## config.mk

```make
export PLATFORM = sky130hd
export DESIGN_NAME = seg_scan_display
export DESIGN_NICKNAME = d
export VERILOG_FILES = /design/src/rtl/seg_scan_display.sv
export SDC_FILE = /design/constraint.sdc
export NUM_CORES = 1
export LEC_CHECK = 0
export CAP_MARGIN = 20
export CORE_UTILIZATION = 52
export CTS_BUF_LIST = sky130_fd_sc_hd__clkbuf_8
export DETAILED_ROUTE_END_ITERATION = 6
export GPL_TIMING_DRIVEN = 0
export PLACE_DENSITY = 0.78
export SYNTH_ARGS = -nofsm -noshare
export SYNTH_HDL_FRONTEND = slang
export SYNTH_SLANG_ARGS = --single-unit
```

## constraint.sdc

```tcl
create_clock -name clk -period 3.1 [get_ports clk]
set_input_delay 0.775 -clock clk [delete_from_list [all_inputs] [get_ports clk]]
set_output_delay 0.775 -clock clk [all_outputs]
set_load 0.005 [all_outputs]
```

## src/rtl/seg_scan_display.sv

```systemverilog
// Time-multiplexed N-digit seven-segment driver with double-buffered frame and guard interval.
// Optional leading-zero blanking is enabled by defining SEG_LZB_EN.
module seg_scan_display #(
  parameter int N_DIGITS    = 8,
  parameter int REFRESH_DIV = 100000,
  parameter int GUARD       = 4
) (
  input  logic                    clk,
  input  logic                    rst_n,
  input  logic [4*N_DIGITS-1:0]   val_i,
  input  logic [N_DIGITS-1:0]     dp_i,
  input  logic [N_DIGITS-1:0]     blank_i,
  input  logic                    load_i,
  output logic                    pend_o,
  output logic                    frame_o,
  output logic [7:0]              seg_o,
  output logic [N_DIGITS-1:0]     an_o
);

  localparam int CW = (REFRESH_DIV > 1) ? $clog2(REFRESH_DIV) : 1;
  localparam int IW = (N_DIGITS > 1) ? $clog2(N_DIGITS) : 1;
  localparam logic [CW-1:0] LAST_CNT  = CW'(REFRESH_DIV - 1);
  localparam logic [CW-1:0] GUARD_CNT = CW'(GUARD);
  localparam logic [IW-1:0] LAST_IDX  = IW'(N_DIGITS - 1);

  logic [CW-1:0]           r_cnt;
  logic [IW-1:0]           r_idx;
  logic [4*N_DIGITS-1:0]   r_act_val, r_sh_val;
  logic [N_DIGITS-1:0]     r_act_dp, r_sh_dp;
  logic [N_DIGITS-1:0]     r_act_bl, r_sh_bl;
  logic                    r_pend;
  logic                    r_frame;
  logic [7:0]              r_seg;
  logic [N_DIGITS-1:0]     r_an;

  logic                    w_slot_end;
  logic                    w_wrap;
  logic                    w_in_guard;
  logic [N_DIGITS-1:0]     w_lzb;
  logic [3:0]              w_nib;
  logic                    w_dp;
  logic                    w_bl;
  logic [7:0]              w_seg_nxt;
  logic [N_DIGITS-1:0]     w_an_nxt;

  function automatic logic [7:0] f_seg(input logic [3:0] nib);
    case (nib)
      4'h0: f_seg = 8'h03;  4'h1: f_seg = 8'h9F;  4'h2: f_seg = 8'h25;  4'h3: f_seg = 8'h0D;
      4'h4: f_seg = 8'h99;  4'h5: f_seg = 8'h49;  4'h6: f_seg = 8'h41;  4'h7: f_seg = 8'h1F;
      4'h8: f_seg = 8'h01;  4'h9: f_seg = 8'h09;  4'hA: f_seg = 8'h11;  4'hB: f_seg = 8'hC1;
      4'hC: f_seg = 8'h63;  4'hD: f_seg = 8'h85;  4'hE: f_seg = 8'h61;  default: f_seg = 8'h71;
    endcase
  endfunction

  assign w_slot_end = (r_cnt == LAST_CNT);
  assign w_wrap     = w_slot_end && (r_idx == LAST_IDX);

  generate
    if (GUARD == 0) begin : g_no_guard
      assign w_in_guard = 1'b0;
    end else begin : g_guard
      assign w_in_guard = (r_cnt < GUARD_CNT);
    end
  endgenerate

`ifdef SEG_LZB_EN
  // A digit is dark when it and every digit above it hold zero; digit 0 always shows.
  always_comb begin
    logic v_seen;
    v_seen = 1'b0;
    w_lzb  = '0;
    for (int k = N_DIGITS - 1; k >= 1; k--) begin
      if (r_act_val[4*k +: 4] != 4'h0) v_seen = 1'b1;
      w_lzb[k] = ~v_seen;
    end
  end
`else
  assign w_lzb = '0;
`endif

  always_comb begin
    w_nib     = 4'h0;
    w_dp      = 1'b0;
    w_bl      = 1'b1;
    w_an_nxt  = '1;
    w_seg_nxt = 8'hFF;
    for (int k = 0; k < N_DIGITS; k++) begin
      if (r_idx == IW'(k)) begin
        w_nib = r_act_val[4*k +: 4];
        w_dp  = r_act_dp[k];
        w_bl  = r_act_bl[k] | w_lzb[k];
      end
    end
    if (!w_in_guard) begin
      for (int k = 0; k < N_DIGITS; k++) begin
        if (r_idx == IW'(k)) w_an_nxt[k] = 1'b0;
      end
      if (!w_bl) w_seg_nxt = f_seg(w_nib) & {7'h7F, ~w_dp};
    end
  end

  always_ff @(posedge clk) begin
    if (!rst_n) begin
      r_cnt     <= '0;
      r_idx     <= '0;
      r_act_val <= '0;
      r_act_dp  <= '0;
      r_act_bl  <= '1;
      r_sh_val  <= '0;
      r_sh_dp   <= '0;
      r_sh_bl   <= '1;
      r_pend    <= 1'b0;
      r_frame   <= 1'b0;
      r_seg     <= 8'hFF;
      r_an      <= '1;
    end else begin
      if (w_slot_end) begin
        r_cnt <= '0;
        r_idx <= (r_idx == LAST_IDX) ? '0 : r_idx + 1'b1;
      end else begin
        r_cnt <= r_cnt + 1'b1;
      end
      r_frame <= w_wrap;
      r_seg   <= w_seg_nxt;
      r_an    <= w_an_nxt;
      // Commit reads the old shadow, so a load on the wrap cycle stays pending.
      if (w_wrap && r_pend) begin
        r_act_val <= r_sh_val;
        r_act_dp  <= r_sh_dp;
        r_act_bl  <= r_sh_bl;
      end
      if (load_i) begin
        r_sh_val <= val_i;
        r_sh_dp  <= dp_i;
        r_sh_bl  <= blank_i;
        r_pend   <= 1'b1;
      end else if (w_wrap) begin
        r_pend <= 1'b0;
      end
    end
  end

  assign pend_o  = r_pend;
  assign frame_o = r_frame;
  assign seg_o   = r_seg;
  assign an_o    = r_an;

endmodule

```

# ---- Yosys cells after proc, flatten, opt, wreduce, memory -nomap -nowiden
# Memory sizes are Yosys's and may differ from the RTL's.
# Index checks and enable logic that the tools add are counted.
dict set report op_classes {
  shifts 0
  n_addsub 2
  n_reduce_logical 7
  n_bitwise 3
  n_mul 0
  order_cmp 1
  n_eq_ne 8
  n_mux 37
  n_div 0
}
# op count
set op_table {}
lappend op_table {{4-bit two-way mux} 8}
lappend op_table {{1-bit two-way mux} 26}
lappend op_table {{17-bit by 1-bit adder with 17-bit output, second input constant} 1}
lappend op_table {{17-bit == test, second input constant} 1}
lappend op_table {{17-bit by 3-bit < comparator with 1-bit output, second input constant} 1}
lappend op_table {{8-bit two-way mux} 2}
lappend op_table {{3-bit == test, second input constant} 4}
lappend op_table {{8-bit AND} 1}
lappend op_table {{3-bit by 2-bit == test with 1-bit output, second input constant} 2}
lappend op_table {{2-bit OR reduction} 2}
lappend op_table {{3-bit by 1-bit adder with 3-bit output, second input constant} 1}
lappend op_table {{3-bit by 1-bit == test with 1-bit output, second input constant} 1}
lappend op_table {{3-bit logical NOT} 1}
lappend op_table {{3-bit two-way mux} 1}
lappend op_table {{3-bit OR reduction} 1}
lappend op_table {{1-bit logical AND} 2}
lappend op_table {{1-bit inverter} 2}
lappend op_table {{2-bit nonzero test} 1}
dict set report word_totals {
  memories 1
  in_bits 51
  ff_bits 134
  word_cells 71
  rom_bits 112
  latch_bits 0
  ramBits 0
}
# memory words word_bits rd rd_clocked_by_memory_dff write_ports line
set mem_list {}
lappend mem_list {{(no name shown)} 16 7 1 0 0 47} ;# case (nib)

# ---- Depth between registers and ports, before layout
# Gate-level depths: netlist of the first run.
# An unclocked memory read counts as a cell.
dict set report logic_depth {
  ltp_word 13
  depth_mapped 15
}

# ---- Worst setup path after synthesis of the first run
# OpenSTA, ideal clock, no wires.
dict set report synth_timing {
  kind {register to register}
  startpoint {reg r_idx[2]}
  endpoint {reg r_seg[4] (netlist: seg_o[4])}
  required_ns 3.041
  period_less_slack_ns 2.917
  slack_ns 0.183
  path_stages_with_launch 14
  arrival_time_ns 2.858
  n_path_buf 2
  cell_sequence {dfxtp_1 > buf_2 > clkinv_1 > ha_1 > buf_2 > nor3b_1 > o32ai_1 > a21oi_1 > o31ai_1 > inv_1 > ha_1 > inv_1 > mux4_2 > nand2_1}
}
dict set report synth_via {
  elab_chain_cells 13
}
# element line
set synth_lines {}
lappend synth_lines {{start: declaration} 27} ;# logic [IW-1:0] r_idx;
lappend synth_lines {{start signal: assignment} 119} ;# r_idx <= (r_idx == LAST_IDX) ? '0 : r_idx + 1'b1;
lappend synth_lines {{3-bit logical NOT} 88} ;# if (r_idx == IW'(k)) begin
lappend synth_lines {{4-bit two-way mux (8 in a row)} 88}
lappend synth_lines {{memory read 16 x 7 bit} n/a}
lappend synth_lines {{8-bit two-way mux} 98} ;# if (!w_bl) w_seg_nxt = f_seg(w_nib) & {7'h7F, ~w_dp};
lappend synth_lines {{8-bit two-way mux} 94} ;# if (!w_in_guard) begin
lappend synth_lines {{8-bit AND} 98}
lappend synth_lines {{end signal: assignment} 124} ;# r_seg <= w_seg_nxt;
lappend synth_lines {{end: declaration} 33} ;# logic [7:0] r_seg;
# Several ways; a longest one is shown, not always the timed one. The select of a mux whose other input is x is not followed.
# A chain may end at the register's enable or synchronous reset.

# ---- Worst setup path after layout of the first run
dict set report layout_timing {
  startpoint {reg r_idx[1]}
  endpoint {reg r_seg[7] (netlist: seg_o[7])}
}
# The elaborated chain is that of the path after synthesis.

==> impl_metrics.tcl, run 1 <==
set metrics [dict create \
    pwr-share-comb 0.060 \
    die_y_um 108 \
    post-route-util 0.651 \
    synth.top_cell.area_share 0.463 \
    pre_cts_ws_ns -0.518 \
    drv_cap 0 \
    start_util 0.535 \
    holdCritPathClass "flip-flop to flip-flop" \
    cp-end-kind "flip-flop" \
    clkPwrFrac 0.394 \
    synth_commonest_cells "140 x nand2_1, 134 x dfxtp_1, 52 x mux2i_1, 50 x nor2b_1, 31 x nor2_1" \
    clk-insertion-delay-late_ns 0.44 \
    grt.total_usage 0.248 \
    clkSlewWorstSetupHoldPaths_ns 0.07 \
    cpPeakStageDelay_ns 0.38 \
    core_um2 10800 \
    cts.sink_count 134 \
    cts_hold_buffers 0 \
    synth_area_leader_cell "dfxtp_1" \
    powerDensity_nw_per_um2 464 \
    antenna_left 0 \
    timing.fmax_mhz 347 \
    vias 4670 \
    rows 38 \
    yosys_most_used_dff "dfxtp_1" \
    dieArea_um2 11600 \
    cp.required_ns 3.44 \
    fin_worst_skew_ns 0.0147 \
    first_iter_violations 185 \
    antenna_cells 0 \
    grt_pass1_wl_um 21800 \
    swShare 0.221 \
    drc 0 \
    hold_violations 0 \
    overflow 0 \
    vdd_drop_max_v 0.000440 \
    synth_seq_area_share 0.463 \
    finalNetCount 799 \
    place_congestion 0.860 \
    maxSlewHeadroom 0.369 \
    numCtsBuffers 17 \
    p_int_w 0.00255 \
    clk_path_buf_depth 2 \
    setup_slack_ns 0.214 \
    cts-htree-levels 4 \
    antenna_found_initial 0 \
    outcome "completed" \
    total_power_w 0.00327 \
    dp_hpwl_um 9960 \
    seqPwrFrac 0.546 \
    p_switching_w 0.000724 \
    worstPathArrival_ns 3.22 \
    viasPerCell 5.26 \
    syn_inst 648 \
    finalSetupViolCount 0 \
    grt_max_degree 17 \
    port_buffers 67 \
    fin_setup_tns_ns 0 \
    ys_types 55 \
    stdcell_area_um2 7060 \
    leakagePower_nw 2.72 \
    layout_min_cycle_time_ns 2.89 \
    ys_async_sr_fraction 0 \
    cts_tree "done" \
    cp_max_fo 10 \
    grt_pass1_vias 4548 \
    io_pins 69 \
    crit_chain "ha_1 -> ha_4 -> buf_4 -> nor3b_1 -> o32ai_1 -> a21oi_1 -> o31ai_4 -> ha_2 -> inv_1 -> a2111oi_2 -> a31oi_1 -> o2111ai_1" \
    dpl_cell_area_um2 6640 \
    synth_edf_count 0 \
    yosysMostFrequentCell "nand2_1" \
    period_share 0.931 \
    synth_area_um2 5800 \
    grt_setup_unrepaired "no" \
    avgSynthCellArea_um2 8.94 \
    wl_per_cell_um 15.1 \
    first_pass_iters 5 \
    criticalPathCategory "flip-flop to flip-flop" \
    ys_top_cells_by_area "dfxtp_1 46%, nand2_1 9.1%, mux2i_1 9.0%" \
    die_w_um 108 \
    drv_slew 0 \
    yosys_register_bits 134 \
    drive_gt1_frac 0.0843 \
    synth.net_count 712 \
    routed_wl_um 13400 \
    areaGrowthSynthToFinish_pct 21.8 \
    yosysWarnings 0 \
    clockRootBuffer "clkbuf_8" \
    cp-start-kind "flip-flop" \
    worstMarginPinSlew_ns 0.946 \
    cp_slowest_cell "dfxtp_1" \
]
-- what timing repair did --
action,CTS,global route
setup endpoints to repair,7,6
setup buffers,0,1
pin swaps,0,2
gates resized for setup,8,16
hold endpoints to repair,0,0
-- layout by cell type (no fill, tap or decap), types with 5 or more instances in the layout --
cell,netlist,routed
buf_4,3,5
inv_1,19,25
ha_1,13,11
clkbuf_1,21,18
a21boi_1,12,12
nor3b_1,6,6
nand2_1,140,140
xor2_1,9,9
nor2_1,31,30
nand3_1,23,23
dfxtp_1,134,133
buf_2,13,10
a21boi_0,28,28
nor2b_1,50,50
clkdlybuf4s50_1,0,67
clkbuf_8,0,20
mux2i_1,52,52
a21oi_1,14,13
o21ai_0,6,5
xnor2_1,6,6
-- worst paths after layout --
kind,from,endpoint,slack [ns],depth (start not counted)
setup / recovery,r_idx[1],seg_o[7],0.21,12
hold / removal,r_sh_val[23],r_act_val[23],0.45,2
setup reg to reg,r_idx[1],seg_o[7],0.21,12
hold reg to reg,r_sh_val[23],r_act_val[23],0.45,2
-- sequential cells by signal, indices dropped and copies added, names as in the netlist --
register and flops:
r_idx 3, r_cnt 17, r_sh_val 32, r_act_dp 8, r_act_bl 8, r_act_val 32
seg_o 8, r_sh_dp 8, frame_o 1, r_sh_bl 8, an_o 8, pend_o 1
-- power groups by stage --
stage	registers, W	logic [W]	clock network [W]
floorplan	0.00182	0.000106	0
global placement	0.00183	0.000190	0
detailed placement	0.00183	0.000199	0
CTS	0.00179	0.000199	0.00130
global route	0.00179	0.000216	0.00139
finish	0.00179	0.000197	0.00129
-- routing by layer --
metal	vias up	wire (um)	global-route usage
li1	2350	-	-
met1	2196	6040	0.299
met2	108	6490	0.423
met3	16	652	0.0732
met4	0	219	0.0763
met5	-	0	0
-- layout make-up --
cell class	count	area [um2]
multi-input combinational	453	2880
tap	140	175
fill	928	3780
buffer	41	215
sequential	134	2680
clock inverter	11	71.3
timing repair buffer	68	678
clock buffer	20	275
inverter	20	77.6
-- worst max-delay path, delay by kind of cell (launching register included) --
| kind | cells | cell delay [ns] |
|---|---|---|
| flops | 1 | 0.38 |
| fa+ha+maj | 3 | 0.76 |
| simple gates | 1 | 0.07 |
| compound gates | 6 | 1.29 |
| buf+inv | 2 | 0.29 |
-- kinds of logic after synthesis --
logic type	after synthesis	share of synthesized area
simple gates	278	0.226
buf+inv	61	0.0481
flops	134	0.463
compound gates	94	0.118
fa+ha+maj	13	0.0281
mux	53	0.0937
xor+xnor	15	0.0227
-- metrics by stage --
step / hold slack [ns] / std cells
after global placement: 0.443 / 855
after CTS: 0.449 / 886
after detailed placement: 0.445 / 855
after global routing: 0.481 / 887
after floorplan: 0.430 / 648
final: 0.453 / 887
No activity file was read; power rests on OpenSTA's default activity.
==> inputs of run 2 (changes only) <==
==> constraint.sdc (replaced) <==
create_clock -name clk -period 3.1 [get_ports clk]
set_input_delay 0.31 -clock clk [delete_from_list [all_inputs] [get_ports clk]]
set_output_delay 0.31 -clock clk [all_outputs]
set_load 0.005 [all_outputs]
==> results of run 2 <==
Final layout, timing and power as in run 1 (identical DEF).
==> inputs of run 3 (changes only) <==
Settings changed: SLEW_MARGIN set to 15.
==> results of run 3 <==
Final layout, timing and power as in run 1 (identical DEF).
==> edit: new RTL, settings of run 1 <==
Make the reset (`rst_n`) asynchronous in one clocked block.
--- a/src/rtl/seg_scan_display.sv
+++ b/src/rtl/seg_scan_display.sv
@@ -101,3 +101,3 @@
 
-  always_ff @(posedge clk) begin
+  always_ff @(posedge clk or negedge rst_n) begin
     if (!rst_n) begin
Formal check against the unedited RTL: differs if rst_n is asserted again (counterexample within 4 cycles, from zero or initial values and one cycle with rst_n low); with rst_n held inactive, the same outputs for 10 cycles.
==> edit against run 1 <==
  * Synthesized area rose by 2.7%
  * Hold slack lost 160 ps
  * Routed wire length fell by 13%
  * Total power rose by 13%
  * Design area rose by 4.1%
  * Clock power increased by 29%
  * Sequential cell count did not move
  * Via count is 18% lower
  * Setup slack worse by 69 ps
  * Final cell count fell by 22%
  * Critical endpoint is now seg_o[6]$_DFF_PN1_
==> edit: results (changes against run 1) <==
pin count of the biggest net entering global routing -> 77 (+60)
Hold Slack -> 289 ps (-164 ps)
reg2reg path depth -> 14 (+2)
Ys Warns -> 0 (unchanged)
Synth Area in Compound Gates -> 6.83% (-5.0 points)
Synth Area in Adders -> 2.73% (-0.075 points)
count of different cell masters after synthesis -> 55 (unchanged)
Combinational Power -> 183 uW (-7%)
WP data arrival -> 3300 ps (+80 ps)
DR WL/cell -> 16.7 um (+11%)
status -> finished clean
share of layout cells above drive strength 1 -> 34.4% (+26 points)
min-delay worst type -> in -> async
Synth top cells by count -> 102 x dfrtp_1, 76 x mux2_2, 32 x dfstp_2, 32 x nand2_1, 20 x mux2_4
P_clk -> 1.66 mW (+29%)
FFs w/ async S/R, synth -> 100% (+100 points)
worst vdd ir -> 0.438 mV (-0.53%)
Placed Cells -> 664 (-22%)
Leakage -> 3.26 nW (+20%)
Worst-path clk slew -> 70 ps (about the same)
CP Capture Point -> seg_o[6]$_DFF_PN1_
gpl congestion -> 0.824 (-4.1%)
max_slew headroom -> 45.5% (+8.6 points)
routed vias -> 3840 (-18%)
P_int -> 2.93 mW (+15%)
Setup crit start -> r_idx[2]$_DFFE_PN0N_
synth top area cells -> dfrtp_1 43%, mux2_2 14%, dfstp_2 14%
mux share of post-synthesis cell area -> 20.1% (+11 points)
Detail Placement HPWL -> 8.16 mm (-18%)
final net count -> 607 (-24%)
R2R Setup Slk -> 150 ps (-70 ps)
final non-filler cell total -> 696 (-22%)
global-route wire length before repair -> 19.3 mm (-11%)
synthesized area per cell -> 13.1 um^2 (+46%)
Total GRT Usage -> 21.9% (-2.8 points)
register area share after synthesis -> 57.0% (+11 points)
1st-iter DRT viols -> 239 (+29%)
post-synth net total -> 520 (-27%)
CP max FO -> 10 (unchanged)
initial antenna violation count -> 0 (unchanged)
clk_skew -> 11.6 ps (-3.07 ps)
Switch Pwr -> 764 uW (+5.5%)
Post-Synth XOR/XNOR Area -> 2.06% (-0.21 points)
vias in the first global route -> 3880 (-15%)
[edit: cell types whose count changed in the layout (fill, tap and decap cells not counted), moves of 27 or more]
cell and change:
dfrtp_1 +101, dfstp_2 +32, mux2i_1 -48, nand2_1 -108
nor2b_1 -46, dfxtp_1 -133, a21boi_0 -27, mux2_2 +76
[edit: per-layer routing]
metal | vias to the layer above | track usage, % | part of all wire, %
met5 | - | 0 | 0
met4 | 0 | 8.01 | 0.86
met3 | 9 | 5.20 | 5.1
met2 | 118 | 35.1 | 50
met1 | 1919 | 29.2 | 44
li1 | 1794 | - | -
[edit: worst max-delay path, stage by stage (launching register included)]
cell,delay (ps)
dfrtp_2,450
buf_2,210
inv_4,120
ha_4,170
buf_6,160
inv_1,60
nor2_1,140
a21oi_1,110
or3_1,390
a32oi_4,280
inv_1,140
ha_1,310
nor2_1,120
a211oi_1,60
nand3b_1,150
[edit: per-stage QoR]
step / setup slack, ps / instance area, um^2
2_1_floorplan: 359 / 5950
3_3_place_gp: -3630 / 6800
3_5_place_dp: -312 / 6830
4_1_cts: 6.72 / 7330
5_1_grt: -6.90 / 7350
6_report: 145 / 7350
[edit: cells by family after synthesis]
| group | count (synthesis) |
|---|---|
| flops | 134 |
| mux | 100 |
| simple gates | 98 |
| compound gates | 60 |
| buf+inv | 37 |
| xor+xnor | 14 |
| fa+ha+maj | 13 |
[edit: repair_timing]
action                     CTS  global route
buffers inserted             1             0
pin swaps                    1             0
hold endpoints to repair     0             0
setup endpoints to repair    7             7
hold buffers                 0             0
resized for setup            7             9
[edit: cell type report]
class	count	area, um^2
buffer	20	120
clock buffer	19	262
clock inverter	13	203
fill	814	3630
inverter	16	62.6
multi-input combinational	285	2430
sequential	134	3390
tap	140	175
timing repair buffer	69	707
